### src/rtl/pico_bus_pkg.sv
// Shared definitions for the PicoRV32 bus fabric: slot numbering, region
// compare constants, FSM state type and the address decode function.
package pico_bus_pkg;

  localparam int unsigned NUM_SLOTS = 10;

  localparam logic [3:0] SLOT_PROGMEM = 4'd0;
  localparam logic [3:0] SLOT_RAM     = 4'd1;
  localparam logic [3:0] SLOT_PERIPH0 = 4'd2;

  localparam logic [11:0] PROGMEM_REGION = 12'h001;
  localparam logic [11:0] RAM_REGION     = 12'h000;
  localparam logic [3:0]  PERIPH_TOP     = 4'h0;
  localparam logic [3:0]  PERIPH_FIRST   = 4'h4;
  localparam logic [3:0]  PERIPH_LAST    = 4'hB;

  typedef enum logic [1:0] {
    IDLE,
    WAIT,
    RESP
  } state_e;

  // Returns {hit, slot}; progmem is tested before RAM so the first match wins.
  function automatic logic [4:0] decode(input logic [31:0] addr);
    logic [4:0] res;
    res = '0;
    if (addr[31:20] == PROGMEM_REGION) begin
      res = {1'b1, SLOT_PROGMEM};
    end else if (addr[31:20] == RAM_REGION) begin
      res = {1'b1, SLOT_RAM};
    end else if ((addr[31:28] == PERIPH_TOP) &&
                 (addr[27:24] >= PERIPH_FIRST) &&
                 (addr[27:24] <= PERIPH_LAST)) begin
      res = {1'b1, addr[27:24] - PERIPH_FIRST + SLOT_PERIPH0};
    end
    return res;
  endfunction

endpackage

### src/rtl/pico_bus_decode.sv
// Combinational address decoder: slot select plus the progmem write error.
module pico_bus_decode
  import pico_bus_pkg::*;
#(
  parameter bit ROM_WR_ERR = 1'b1
) (
  input  logic [31:0] addr_i,
  input  logic [3:0]  wstrb_i,
  output logic        hit_o,
  output logic [3:0]  slot_o,
  output logic        rom_wr_err_o
);

  logic [4:0] dec;

  always_comb begin
    dec          = decode(addr_i);
    hit_o        = dec[4];
    slot_o       = dec[3:0];
    rom_wr_err_o = ROM_WR_ERR && dec[4] && (dec[3:0] == SLOT_PROGMEM) &&
                   (wstrb_i != 4'h0);
  end

endmodule

### src/rtl/pico_bus_fabric.sv
// Single-master PicoRV32 interconnect: registers a request, drives one slave
// valid, waits for its ready (or a timeout) and returns a one-cycle ready pulse.
module pico_bus_fabric
  import pico_bus_pkg::*;
#(
  parameter int unsigned TIMEOUT    = 64,
  parameter logic [31:0] ERR_DATA   = 32'hDEAD_BEEF,
  parameter bit          ROM_WR_ERR = 1'b1
) (
  input  logic                    clk,
  input  logic                    rstn,
  input  logic                    cpu_valid,
  input  logic                    cpu_instr,
  input  logic [31:0]             cpu_addr,
  input  logic [31:0]             cpu_wdata,
  input  logic [3:0]              cpu_wstrb,
  output logic                    cpu_ready,
  output logic [31:0]             cpu_rdata,
  output logic                    bus_err,
  output logic [NUM_SLOTS-1:0]    s_valid,
  output logic [31:0]             s_addr,
  output logic [31:0]             s_wdata,
  output logic [3:0]              s_wstrb,
  input  logic [NUM_SLOTS-1:0]    s_ready,
  input  logic [NUM_SLOTS*32-1:0] s_rdata
);

  localparam int unsigned          CW       = $clog2(TIMEOUT);
  localparam logic [CW-1:0]        CNT_LAST = CW'(TIMEOUT - 1);
  localparam logic [CW-1:0]        CNT_MAX  = '1;
  localparam logic [NUM_SLOTS-1:0] SV_ONE   = NUM_SLOTS'(1);

  state_e                state_q, state_d;
  logic                  err_q, err_d;
  logic [CW-1:0]         cnt_q, cnt_d;
  logic [3:0]            slot_q, slot_d;
  logic [NUM_SLOTS-1:0]  s_valid_q, s_valid_d;
  logic [31:0]           s_addr_q, s_addr_d;
  logic [31:0]           s_wdata_q, s_wdata_d;
  logic [3:0]            s_wstrb_q, s_wstrb_d;
  logic [31:0]           cpu_rdata_q, cpu_rdata_d;

  logic                  dec_hit;
  logic [3:0]            dec_slot;
  logic                  dec_rom_wr_err;
  logic                  sel_ready;
  logic [31:0]           sel_rdata;
  logic                  unused_instr;

  assign unused_instr = cpu_instr;

  pico_bus_decode #(
    .ROM_WR_ERR(ROM_WR_ERR)
  ) u_decode (
    .addr_i      (cpu_addr),
    .wstrb_i     (cpu_wstrb),
    .hit_o       (dec_hit),
    .slot_o      (dec_slot),
    .rom_wr_err_o(dec_rom_wr_err)
  );

  // Only the latched slot's handshake is observed; all other ready bits are ignored.
  assign sel_ready = s_ready[slot_q];
  assign sel_rdata = s_rdata[{slot_q, 5'd0} +: 32];

  always_comb begin
    state_d     = state_q;
    err_d       = err_q;
    cnt_d       = cnt_q;
    slot_d      = slot_q;
    s_valid_d   = s_valid_q;
    s_addr_d    = s_addr_q;
    s_wdata_d   = s_wdata_q;
    s_wstrb_d   = s_wstrb_q;
    cpu_rdata_d = cpu_rdata_q;
    unique case (state_q)
      IDLE: begin
        if (cpu_valid) begin
          if (dec_hit && !dec_rom_wr_err) begin
            s_addr_d  = cpu_addr;
            s_wdata_d = cpu_wdata;
            s_wstrb_d = cpu_wstrb;
            s_valid_d = SV_ONE << dec_slot;
            slot_d    = dec_slot;
            cnt_d     = '0;
            err_d     = 1'b0;
            state_d   = WAIT;
          end else begin
            cpu_rdata_d = ERR_DATA;
            err_d       = 1'b1;
            state_d     = RESP;
          end
        end
      end
      WAIT: begin
        if (sel_ready) begin
          cpu_rdata_d = sel_rdata;
          s_valid_d   = '0;
          err_d       = 1'b0;
          state_d     = RESP;
        end else if (cnt_q == CNT_LAST) begin
          cpu_rdata_d = ERR_DATA;
          s_valid_d   = '0;
          err_d       = 1'b1;
          state_d     = RESP;
        end else if (cnt_q != CNT_MAX) begin
          cnt_d = cnt_q + 1'b1;
        end
      end
      RESP: begin
        state_d = IDLE;
      end
      default: begin
        state_d = IDLE;
      end
    endcase
  end

  always_ff @(posedge clk or negedge rstn) begin
    if (!rstn) begin
      state_q     <= IDLE;
      err_q       <= 1'b0;
      cnt_q       <= '0;
      slot_q      <= '0;
      s_valid_q   <= '0;
      s_addr_q    <= '0;
      s_wdata_q   <= '0;
      s_wstrb_q   <= '0;
      cpu_rdata_q <= '0;
    end else begin
      state_q     <= state_d;
      err_q       <= err_d;
      cnt_q       <= cnt_d;
      slot_q      <= slot_d;
      s_valid_q   <= s_valid_d;
      s_addr_q    <= s_addr_d;
      s_wdata_q   <= s_wdata_d;
      s_wstrb_q   <= s_wstrb_d;
      cpu_rdata_q <= cpu_rdata_d;
    end
  end

  assign cpu_ready = (state_q == RESP);
  assign bus_err   = (state_q == RESP) && err_q;
  assign cpu_rdata = cpu_rdata_q;
  assign s_valid   = s_valid_q;
  assign s_addr    = s_addr_q;
  assign s_wdata   = s_wdata_q;
  assign s_wstrb   = s_wstrb_q;

endmodule
### config.mk
export PLATFORM = sky130hd
export DESIGN_NAME = pico_bus_fabric
export DESIGN_NICKNAME = d
export VERILOG_FILES = /design/src/rtl/pico_bus_pkg.sv /design/src/rtl/pico_bus_decode.sv /design/src/rtl/pico_bus_fabric.sv
export SDC_FILE = /design/constraint.sdc
export NUM_CORES = 1
export LEC_CHECK = 0
export CORE_AREA = 2 2 202 204
export CTS_CLUSTER_SIZE = 25
export DETAILED_ROUTE_END_ITERATION = 12
export DIE_AREA = 0 0 204 206
export SYNTH_ARGS = -nofsm -noshare
export SYNTH_HDL_FRONTEND = slang
export SYNTH_SLANG_ARGS = --single-unit
export TNS_END_PERCENT = 1
### constraint.sdc
create_clock -name clk -period 4.1 [get_ports clk]
set_input_delay 1.025 -clock clk [delete_from_list [all_inputs] [get_ports clk]]
set_output_delay 1.025 -clock clk [all_outputs]
set_load 0.05 [all_outputs]
==> flow_summary.yaml, run 1 <==
status:
  status: "finished, final reports clean"
clock_network:
  cts_sinks: 123
  cts_root_buf: "clkbuf_16"
  cts_buffers: 17
  cts-htree-levels: 4
  cts_buffer_depth: 2
  path_clk_slew_ns: 0.06
  insertion_delay_ns: 0.44
  postCtsSetupBuffers: 0
  hold_buffers: 0
  cts_resized: 0
  cts_tree: "yes"
synthesis:
  synth_cell_types: 50
  synth_top_family_by_area: "multiplexers"
  synthTopCellsByArea: "dfrtp_1 41%, mux4_2 19%, mux2_2 15%"
  synth_adder_area_share: 0.00333
  ys_ff_latch: 123
  synth-compound-area-share: 0.102
  synth_edf_count: 0
  synth_nets: 990
  muxShareOfSynthArea: 0.366
  avgSynthCellArea_um2: 12.8
  synth_xor_area_frac: 0.00233
  synthArstFlopShare: 1.00
  synth_top_cell_by_area: "dfrtp_1"
  synth_top_area_frac: 0.409
  yosys_warnings: 0
  synth-simple-area-share: 0.0712
  syn_area_mm2: 0.00752
  syn_inst: 586
  ys_seq_area_frac: 0.409
  synthFlopType: "dfrtp_1"
drt:
  ant_nets: 0
  drt-pass1-iter-count: 4
  post_drt_wl_per_cell_um: 22.1
  drcViolationCount: 0
  wl_um: 36000
  viasPerCell: 4.49
  drtIter0Drc: 398
  route.vias.total: 7334
setup_path:
  crit_path_end_kind: "flop"
  critPathKind: "primary input to flop"
  cpMaxStageDelayCell: "clkdlybuf4s50_1"
  slowest_delay_ns: 0.64
  cp_data_arrival_time_ns: 3.64
  r2r_cells: 7
  critical_path_required_ns: 4.42
  cp-start-kind: "primary input"
  worstPathMaxFanout: 10
  crit_chain: "clkdlybuf4s50_1 -> inv_1 -> ha_1 -> xor2_1 -> or4_1 -> nand3_2 -> a221oi_4 -> mux2_2"
  regToRegSetupSlack_ns: 1.23
global_route:
  grt_pass1_wl_um: 50800
  grt_usage: 0.166
  antenna_found_initial: 12
  grt_max_degree: 74
  grt-ovfl-total: 0
  first_global_vias: 7759
final_layout:
  final_cell_mix: "511 x clkdlybuf4s50_1, 121 x dfrtp_1, 103 x mux2_2"
  nFillCells: 4036
  layout.nets: 1489
  drive_above_1_share: 0.205
  final_util: 0.344
  syn_to_final_growth_pct: 83.7
  final_common_cell: "clkdlybuf4s50_1"
floorplan:
  die_w_um: 204
  die_h_um: 206
  die-area_mm2: 0.0420
  ios: 514
  coreArea_mm2: 0.0402
  initial_core_util: 0.187
  rows: 74
timing:
  tightest_slew_ns: 0.782
  fin_crit_sh: 0.811
  final_max_slew_viol_count: 0
  slew_headroom: 0.478
  finalHoldViolations: 0
  finalSetupViolations: 0
  fin_tns_setup_ns: 0
  rsz0062_at_grt: "no"
  period_needed_ns: 3.33
  clock-skew-final_ns: 0.0104
  fmaxAchievable_ghz: 0.301
placed_design:
  dp.final_hpwl_um: 28500
  gp_congestion: 0.855
  io_buffer_count: 512
flow_run:
  maxCapViolations: 0
power:
  p_leak_uw: 0.00549
  power_density_mw_per_mm2: 373
  irDropWorstVdd_uv: 313
min_path:
  worst_hold_path_type: "flop to flop"
  holdPathStages: 1
[cells by family (layout without fill, tap and decap cells)]
logic type / count (synthesis) / in the layout
muxes: 182 / 182
DFF: 123 / 123
and+or+nand+nor: 103 / 103
AOI/OAI and AO/OA: 94 / 94
buffers and inverters: 80 / 591
adders and majority gates: 2 / 2
xor gates and xnor gates: 2 / 2
other: 0 / 4
[path summary, 6_finish.rpt]
path	from	endpoint
worst max-delay path	cpu_addr[26]	s_valid[6]
min in group asynchronous	rstn	cpu_rdata[5]
worst max register to register	slot_q[2]	cpu_rdata[31]
worst min register to register	s_addr[27]	s_addr[27]
max in group asynchronous	rstn	slot_q[1]
worst min-delay path	s_addr[27]	s_addr[27]
[cells in the mapped netlist (4+ instances only)]
cell,n
a22o_1,8
nor2_1,12
nand3_1,4
mux4_2,64
clkbuf_1,24
and3_1,6
nor4_1,6
o21ai_0,10
mux2_1,5
mux2_2,103
buf_2,14
mux2i_1,10
nand2_1,41
a22oi_1,33
buf_4,7
inv_1,34
nor3_1,6
dfrtp_1,123
nor2b_1,10
a32oi_1,24
[state kept, by name, summed over array words and instances, names as in the netlist]
signal and flops:
slot_q 4, state_q 2, err_q 1, s_valid 10
cnt_q 6, s_wstrb 4, s_addr 32, s_wdata 32
cpu_rdata 32
[layout make-up]
class / count / area, um2 / area share
timing repair buffer: 525 / 5270 / 0.381
sequential: 123 / 3090 / 0.223
antenna: 4 / 10.0 / 0.000724
tap: 532 / 666 / 0.0481
clock buffer: 21 / 460 / 0.0333
clock inverter: 10 / 70.1 / 0.00507
inverter: 35 / 131 / 0.00950
multi-input combinational: 383 / 4130 / 0.299
[metrics by stage]
stage	instance area (um2)	cells	power [uW]	hold slack, ns	setup WS (ns)
after floorplan	7520	586	2800	0.472	1.05
after global placement	13300	1598	3770	0.468	0.403
after detailed placement	13300	1598	3800	0.481	0.326
after CTS	13800	1629	5260	0.499	0.803
after global routing	13800	1633	5420	0.514	0.628
final	13800	1633	5160	0.493	0.774
[where the power goes]
part	switching, uW	internal, uW	total, uW
Sequential	132	1370	1500
Combinational	1150	1100	2250
Clock	611	800	1410
Total	1890	3270	5160
[per-layer routing]
metal  routed length, um  global-route usage  up-vias
li1                    -                   -     3278
met1               14000               0.192     3637
met2               17800               0.278      366
met3                3560              0.0681       41
met4                 654              0.0554       12
met5                  81                   0        -
[critical path, delay by kind of cell]
| family | cells | cell delay, ns |
|---|---|---|
| mux | 1 | 0.40 |
| buf+inv | 2 | 0.72 |
| simple gates | 2 | 0.35 |
| compound gates | 1 | 0.60 |
| fa+ha+maj | 1 | 0.19 |
| xor+xnor | 1 | 0.35 |
No activity file was read; power rests on OpenSTA's default activity.
==> run 2, diff against run 1 <==
- CORE_AREA: 2 2 202 204 -> 2 2 201 203
- DIE_AREA: 0 0 204 206 -> 0 0 203 205
- clock period: 4.1 -> 2.8 ns (I/O delays scaled with it)
==> run 2 against run 1 <==
  * Critical path depth rose by 2
  * Die area shrank 0.97%
  * Largest cell class unchanged
  * Global-route usage is 0.55 points lower
  * Power up 53%
  * Sequential power is 46% higher
  * Utilization increased by 1.8 points
==> flow_summary.yaml, run 2 (synthesis gave the netlist of run 1 again) <==
status:
  status: "finished, final reports clean"
floorplan:
  rows: 73
  coreArea_mm2: 0.0394
  ios: 514
  initial_core_util: 0.191
  die_h_um: 205
  die-area_mm2: 0.0416
  die_w_um: 203
drt:
  route.vias.total: 7343
  viasPerCell: 4.42
  wl_um: 34500
  ant_nets: 0
  drcViolationCount: 0
  drtIter0Drc: 351
  drt-pass1-iter-count: 7
  post_drt_wl_per_cell_um: 20.7
timing:
  fmaxAchievable_ghz: 0.379
  clock-skew-final_ns: 0.0100
  finalHoldViolations: 0
  fin_tns_setup_ns: 0
  tightest_slew_ns: 0.763
  period_needed_ns: 2.64
  setup_ws_ns: 0.164
  fin_crit_sh: 0.941
  rsz0062_at_grt: "no"
  final_max_slew_viol_count: 0
  slew_headroom: 0.490
  finalSetupViolations: 0
final_layout:
  final_util: 0.362
  drive_above_1_share: 0.236
  antenna_cells: 0
  final_common_cell: "clkdlybuf4s50_1"
  layout.nets: 1527
  syn_to_final_growth_pct: 89.5
  final_cell_mix: "509 x clkdlybuf4s50_1, 121 x dfrtp_1, 103 x mux2_2"
placed_design:
  dp.final_hpwl_um: 27700
  gp_congestion: 0.817
  pre_cts_ws_ns: -0.291
  io_buffer_count: 512
power:
  power_density_mw_per_mm2: 554
  comb_power_share: 0.426
  seq_power_share: 0.277
  p_leak_uw: 0.00575
  clkPwrFrac: 0.297
  irDropWorstVdd_uv: 463
  p_sw_uw: 2840
  p_int_uw: 5050
  p_total_uw: 7890
  sw_frac_of_total: 0.360
global_route:
  grt_max_degree: 54
  grt_usage: 0.160
  antenna_found_initial: 1
  first_global_vias: 7850
  grt-ovfl-total: 0
  grt_pass1_wl_um: 49400
clock_network:
  cts_tree: "yes"
  cts_buffers: 17
  hold_buffers: 0
  postCtsSetupBuffers: 0
  cts_buffer_depth: 2
  cts_resized: 0
  cts_sinks: 123
  cts-htree-levels: 4
  insertion_delay_ns: 0.43
  path_clk_slew_ns: 0.06
  cts_root_buf: "clkbuf_16"
setup_path:
  crit_path_end_kind: "flop"
  worstPathMaxFanout: 14
  cp_data_arrival_time_ns: 2.95
  cp-start-kind: "primary input"
  critPathKind: "primary input to flop"
  critical_path_required_ns: 3.11
min_path:
  worst_hold_path_type: "primary input to async pin"
flow_run:
  maxCapViolations: 0
==> run 2: stage by stage <==
step | instance area [um2] | hold WS [ns] | instances
after floorplan | 7520 | 0.404 | 586
after global placement | 13600 | 0.471 | 1629
after detailed placement | 13600 | 0.477 | 1629
after CTS | 14300 | 0.224 | 1661
after global routing | 14300 | 0.231 | 1661
final | 14300 | 0.221 | 1661
==> run 2: area by class of cell <==
class | instances | area, um2
repair buffers | 563 | 5640
multi-input cells | 383 | 4130
clock inverters | 14 | 174
flip-flops and latches | 123 | 3090
fillers | 3892 | 25100
inverters | 35 | 131
clock buffers | 18 | 439
well taps | 525 | 657
==> run 2: power groups by stage <==
stage	clock [uW]	combinational (uW)	sequential, uW
5_1_grt	2520	3560	2230
6_report	2350	3360	2190
3_5_place_dp	0	3390	2230
2_1_floorplan	0	1190	2910
3_3_place_gp	0	3380	2220
4_1_cts	2440	3400	2200
==> run 2: metal layers <==
layer	wire length [um]	vias to the layer above	track usage
met5	13	-	0
met4	614	2	0.0451
met3	2760	34	0.0517
met2	17500	326	0.282
met1	13600	3622	0.187
li1	-	3359	-
==> run 2: final timing paths <==
| kind | cells past startpoint | slack [ns] | to | start |
|---|---|---|---|---|
| max | 10 | 0.16 | s_wdata[12] | cpu_addr[25] |
| min | 1 | 0.22 | cpu_rdata[1] | rstn |
| max in group asynchronous | 2 | 1.83 | s_valid[8] | rstn |
| min in group clk | 1 | 0.50 | s_addr[26] | s_addr[26] |
| max reg2reg | 6 | 0.47 | cpu_rdata[18] | slot_q[0] |
| min reg2reg | 1 | 0.50 | s_addr[26] | s_addr[26] |
==> run 2: critical path, stage by stage <==
cell,delay (ns)
clkdlybuf4s50_1,0.48
inv_1,0.06
ha_1,0.20
xor2_1,0.16
or4_1,0.53
nand3_2,0.13
nor3_4,0.05
buf_12,0.17
buf_12,0.15
mux2_1,0.31
==> run 3, diff against run 2 <==
- CTS_CLUSTER_SIZE: 25 -> unset
==> results of run 3 <==
No change in the layout: final DEF, timing and power equal those of run 2.
